### src/rtl/interrupt_acknowledge_master.sv
// CPU-side INTA initiator: pulses INTA, captures the vector, strobes valid.
// Optional macro KF8259_INTA_8080_MODE_EN adds a third pulse (opcode/high byte).
module interrupt_acknowledge_master #(
  parameter int INTA_LOW_CYCLES = 2,
  parameter int INTA_GAP_CYCLES = 2
) (
  input  logic       clock,
  input  logic       reset,
  input  logic       interrupt,
  input  logic       interrupt_enable,
  input  logic [7:0] data_bus_in,
  output logic       interrupt_acknowledge_n,
  output logic [7:0] vector,
  output logic       vector_valid,
  output logic       busy
`ifdef KF8259_INTA_8080_MODE_EN
  ,
  output logic [7:0] opcode,
  output logic [7:0] vector_high
`endif
);

  localparam int MAXC =
    (INTA_LOW_CYCLES > INTA_GAP_CYCLES) ?
    INTA_LOW_CYCLES : INTA_GAP_CYCLES;
  localparam int CW = $clog2(MAXC) + 1;

  localparam logic [CW-1:0] L_LAST =
    CW'(INTA_LOW_CYCLES - 1);
  localparam logic [CW-1:0] G_LAST =
    CW'(INTA_GAP_CYCLES - 1);
  localparam logic [CW-1:0] ONE = CW'(1);

  typedef enum logic [2:0] {
    IDLE,
    PULSE1,
    GAP1,
    PULSE2,
    DONE,
    HOLDOFF
`ifdef KF8259_INTA_8080_MODE_EN
    ,
    GAP2,
    PULSE3
`endif
  } state_t;

  state_t          state_q, state_d;
  logic [CW-1:0]   cnt_q, cnt_d;
  logic            inta_n_q, inta_n_d;
  logic            busy_q, busy_d;
  logic            valid_q, valid_d;
  logic [7:0]      vector_q;
  logic            lo_end, gap_end;

  assign lo_end  = (cnt_q == L_LAST);
  assign gap_end = (cnt_q == G_LAST);

  // Next-state, counter and registered-output decode
  always_comb begin
    state_d = state_q;
    cnt_d   = cnt_q;
    unique case (state_q)
      IDLE: begin
        if (interrupt && interrupt_enable) begin
          state_d = PULSE1;
          cnt_d   = '0;
        end
      end
      PULSE1: begin
        if (lo_end) begin
          state_d = GAP1;
          cnt_d   = '0;
        end else begin
          cnt_d = cnt_q + ONE;
        end
      end
      GAP1: begin
        if (gap_end) begin
          state_d = PULSE2;
          cnt_d   = '0;
        end else begin
          cnt_d = cnt_q + ONE;
        end
      end
      PULSE2: begin
        if (lo_end) begin
`ifdef KF8259_INTA_8080_MODE_EN
          state_d = GAP2;
`else
          state_d = DONE;
`endif
          cnt_d   = '0;
        end else begin
          cnt_d = cnt_q + ONE;
        end
      end
`ifdef KF8259_INTA_8080_MODE_EN
      GAP2: begin
        if (gap_end) begin
          state_d = PULSE3;
          cnt_d   = '0;
        end else begin
          cnt_d = cnt_q + ONE;
        end
      end
      PULSE3: begin
        if (lo_end) begin
          state_d = DONE;
          cnt_d   = '0;
        end else begin
          cnt_d = cnt_q + ONE;
        end
      end
`endif
      DONE: begin
        state_d = HOLDOFF;
        cnt_d   = '0;
      end
      HOLDOFF: begin
        if (gap_end) begin
          state_d = IDLE;
          cnt_d   = '0;
        end else begin
          cnt_d = cnt_q + ONE;
        end
      end
      default: begin
        state_d = IDLE;
        cnt_d   = '0;
      end
    endcase
  end

  // Outputs are registered from the next state so they line up with it
  always_comb begin
    inta_n_d = 1'b1;
    if (state_d == PULSE1 || state_d == PULSE2)
      inta_n_d = 1'b0;
`ifdef KF8259_INTA_8080_MODE_EN
    if (state_d == PULSE3)
      inta_n_d = 1'b0;
`endif
    busy_d  = (state_d != IDLE);
    valid_d = (state_d == DONE);
  end

  // State, counter and output registers
  always_ff @(posedge clock or posedge reset) begin
    if (reset) begin
      state_q  <= IDLE;
      cnt_q    <= '0;
      inta_n_q <= 1'b1;
      busy_q   <= 1'b0;
      valid_q  <= 1'b0;
    end else begin
      state_q  <= state_d;
      cnt_q    <= cnt_d;
      inta_n_q <= inta_n_d;
      busy_q   <= busy_d;
      valid_q  <= valid_d;
    end
  end

  // Vector capture on the edge ending the last low cycle of PULSE2
  always_ff @(posedge clock or posedge reset) begin
    if (reset) begin
      vector_q <= 8'h00;
    end else if (state_q == PULSE2 && lo_end) begin
      vector_q <= data_bus_in;
    end
  end

`ifdef KF8259_INTA_8080_MODE_EN
  logic [7:0] opcode_q, vector_high_q;

  // Opcode byte from PULSE1, high address byte from PULSE3
  always_ff @(posedge clock or posedge reset) begin
    if (reset) begin
      opcode_q      <= 8'h00;
      vector_high_q <= 8'h00;
    end else begin
      if (state_q == PULSE1 && lo_end)
        opcode_q <= data_bus_in;
      if (state_q == PULSE3 && lo_end)
        vector_high_q <= data_bus_in;
    end
  end

  assign opcode      = opcode_q;
  assign vector_high = vector_high_q;
`endif

  assign interrupt_acknowledge_n = inta_n_q;
  assign vector                  = vector_q;
  assign vector_valid            = valid_q;
  assign busy                    = busy_q;

endmodule

### config.mk
export PLATFORM = sky130hd
export DESIGN_NAME = interrupt_acknowledge_master
export DESIGN_NICKNAME = d
export VERILOG_FILES = /design/src/rtl/interrupt_acknowledge_master.sv
export SDC_FILE = /design/constraint.sdc
export NUM_CORES = 1
export LEC_CHECK = 0
export ABC_AREA = 1
export ABC_CLOCK_PERIOD_IN_PS = 2250
export CAP_MARGIN = 20
export CORE_UTILIZATION = 47
export DETAILED_ROUTE_END_ITERATION = 6
export GPL_TIMING_DRIVEN = 0
export PLACE_DENSITY = 0.83
export SYNTH_ARGS = -nofsm -noshare
export SYNTH_HDL_FRONTEND = slang
export SYNTH_SLANG_ARGS = --single-unit
export TNS_END_PERCENT = 20
### constraint.sdc
create_clock -name clock -period 2.25 [get_ports clock]
set_clock_uncertainty 0.05 [all_clocks]
set_input_delay 0.225 -clock clock [delete_from_list [all_inputs] [get_ports clock]]
set_output_delay 0.225 -clock clock [all_outputs]
set_load 0.05 [all_outputs]
==> run_results.csv <==
group,metric,value,unit
run_status,run_status,"finished, final reports clean",
sta,final.setup.tns,0,ps
logic_synthesis,syn_avg_cell_area,7.87,um^2
global_route,grt_max_degree,17,
logic_synthesis,synth.top_cells.by_area,"sky130_fd_sc_hd__dfrtp_1 (51%), sky130_fd_sc_hd__nand2_1 (23%), sky130_fd_sc_hd__nand3_1 (4.7%)",
global_route,grtUsageTotal,19.7,%
sta,slew_headroom,61.4,%
pwr,p_leak,0.532,nW
sta,finalSetupViolations,0,
logic_synthesis,synth_cells,94,
worst_hold_path,worst_hold_path_type,"in2async",
job,max_cap_violations,0,
worst_setup_path,crit_path_start,"interrupt_acknowledge_n",
logic_synthesis,part_of_the_yosys_area_used_for_sequential_elements,54.3,%
worst_setup_path,crit_slowest_cell,"sky130_fd_sc_hd__clkdlybuf4s50_1",
place,place.detailed.instances,131,
logic_synthesis,synth_common_cells,"sky130_fd_sc_hd__nand2_1 (46), sky130_fd_sc_hd__dfrtp_1 (15), sky130_fd_sc_hd__nand3_1 (7)",
logic_synthesis,mapped_nets,106,
floorplan,die_area,1740,um^2
floorplan,coreArea,1380,um^2
floorplan,die_y,41.7,um
finish,layout-drive-gt1-share,11.7,%
worst_setup_path,critical_path.max_fanout,1,
global_route,via_count_of_the_first_global_routing_pass,630,
clocking,tritoncts.num_buffers,3,
finish,insertedDiodeCount,0,
logic_synthesis,synth.most_common_cell,"sky130_fd_sc_hd__nand2_1",
routing,detail-route-antenna-nets,0,
finish,fin_area,1000,um^2
logic_synthesis,synth_seq_cells,16,
worst_setup_path,crit_end,"interrupt_acknowledge_n",
floorplan,num_io_pins,23,
sta,max_freq,0.534,GHz
worst_setup_path,r2r_start,"state_q[0]",
worst_setup_path,setup_slack_of_the_most_critical_reg_to_reg_path,1080,ps
worst_setup_path,crit_path_max_incr_delay,790,ps
place,pre_cts_slack,670,ps
clocking,cts_root_buf,"sky130_fd_sc_hd__clkbuf_4",
global_route,grt_antenna_before_repair,0,
routing,remaining_drc_errors,0,
clocking,post_cts_buffers,0,
worst_setup_path,cp_top_delay_family,"buffers and inverters",
logic_synthesis,yosys.cell_types.count,16,
clocking,cts-htree-levels,1,
global_route,grt_pass1_wl,2640,um
sta,final_min_period_over_clock_period,83.2,%
worst_setup_path,cp.arrival,1600,ps
routing,number_of_design_rule_violations_left_by_the_first_detailed_router_iteration,23,
logic_synthesis,synthDominantCellAreaShare,50.8,%
clocking,clk_pin_slew,90,ps
routing,routedWlPerCell,11.4,um
logic_synthesis,syn_warnings,0,
worst_setup_path,worstSetupPathDepth,1,
sta,finalHoldViolations,0,
worst_setup_path,rr_endpoint,"busy",
sta,layout_min_cycle_time,1870,ps
global_route,globalRouteOverflowTotal,0,
floorplan,chipWidth,41.7,um
finish,num-nets-final,133,
pwr,power_density,1710,nW/um^2
worst_setup_path,critical_path.startpoint_type,"flop",
routing,viasPerCell,4.99,
clocking,post_cts_resize_count,0,
routing,detailedRoute.firstPassIterationCount,4,
place,gpl_congestion,0.877,
floorplan,std_cell_rows,13,
place,postPlaceCellArea,978,um^2
clocking,cts_num_sinks,16,
place,place.detailed.hpwl,1180,um
place,count_of_port_buffers_added_during_placement,22,
sta,tightest_slew,579,ps
clocking,cts_hold_buffers,0,
worst_setup_path,cp_cell_sequence,"clkdlybuf4s50_1",
clocking,tritoncts,"yes",
worst_setup_path,cp_num_buf_inv,1,
finish,layout.cells.non_filler,135,
logic_synthesis,synth_area,739,um^2
floorplan,starting_density_of_the_core,53.5,%
worst_setup_path,timing.reg2reg.worst_path_depth,6,
logic_synthesis,postSynth.topFlopCell,"sky130_fd_sc_hd__dfrtp_1",
sta,setup_repair_after_global_routing_missed_its_margin,"no",
sta,final_max_tran_viols,0,
pwr,peakVddDrop,1.01,mV
clocking,cts-root-to-sink-buffers,2,
finish,syn_to_final_growth,35.9,%
finish,final_core_util,72.7,%
worst_setup_path,criticalPathCategory,"reg2out",
clocking,worst_skew_pair.late_latency,280,ps
logic_synthesis,synthDominantAreaCellType,"sky130_fd_sc_hd__dfrtp_1",
logic_synthesis,synth_edf_count,0,
routing,drt-total-wl,1540,um
logic_synthesis,async_flop_share,100,%
routing,via_count,674,
worst_setup_path,critPathCaptureType,"primary output",
finish,layout.filler_cells,114,
sta,setup_slack,378,ps
worst_setup_path,timing.critical_path.required,1980,ps
-- cell type report --
class	count	area (um^2)	share of cell area (%)
timing repair buffer	22	220	21.9
inverter	10	42.5	4.23
clock buffer	4	26.3	2.62
tap	15	18.8	1.87
multi-input combinational	68	295	29.4
sequential	16	402	40.0
-- placed cells by master (no fill, tap or decap), types with 2 or more instances in the layout --
master                             n
sky130_fd_sc_hd__clkdlybuf4s50_1  22
sky130_fd_sc_hd__inv_1             6
sky130_fd_sc_hd__nand3_1           7
sky130_fd_sc_hd__inv_2             3
sky130_fd_sc_hd__nor2_1            6
sky130_fd_sc_hd__nand2_1          46
sky130_fd_sc_hd__clkbuf_4          3
sky130_fd_sc_hd__nand2_2           2
sky130_fd_sc_hd__dfrtp_1          15
-- where the power goes --
part	leakage (nW)	switching [W]	internal [W]	total (W)
clock network	0.0150	0.0000840	0.0000688	0.000153
registers	0.196	0.000105	0.000429	0.000534
logic	0.321	0.000695	0.000336	0.00103
-- metrics by stage --
stage,hold WS (ps),power [W]
2_1_floorplan,88.0,0.00126
3_3_place_gp,412,0.00154
3_5_place_dp,414,0.00157
4_1_cts,252,0.00173
5_1_grt,299,0.00185
6_report,238,0.00172
-- state kept, by name, summed over array words and instances (netlist names) --
name	flops
vector	8
state_q	3
cnt_q	2
busy	1
interrupt_acknowledge_n	1
vector_valid	1
-- metal layers --
metal  vias to the layer above  global-route usage (%)  share of wire [%]
met3                         2                    5.22                4.4
met2                        20                    35.3                 53
met4                         0                    3.87               0.46
met5                         -                       0                  0
met1                       312                    23.7                 42
li1                        340                       -                  -
-- worst min-delay path by stage --
stage               slack [ps]         to
floorplan                   90       busy
global placement           410  vector[5]
detailed placement         410  vector[6]
CTS                        250   cnt_q[1]
global route               300   cnt_q[1]
finish                     240   cnt_q[1]
-- cell families after synthesis --
| kind of cell | synth area share (%) |
|---|---|
| flops | 54.3 |
| compound gates | 2.54 |
| simple gates | 37.4 |
| buf+inv | 5.75 |
Power figures use the tool's default switching activity.
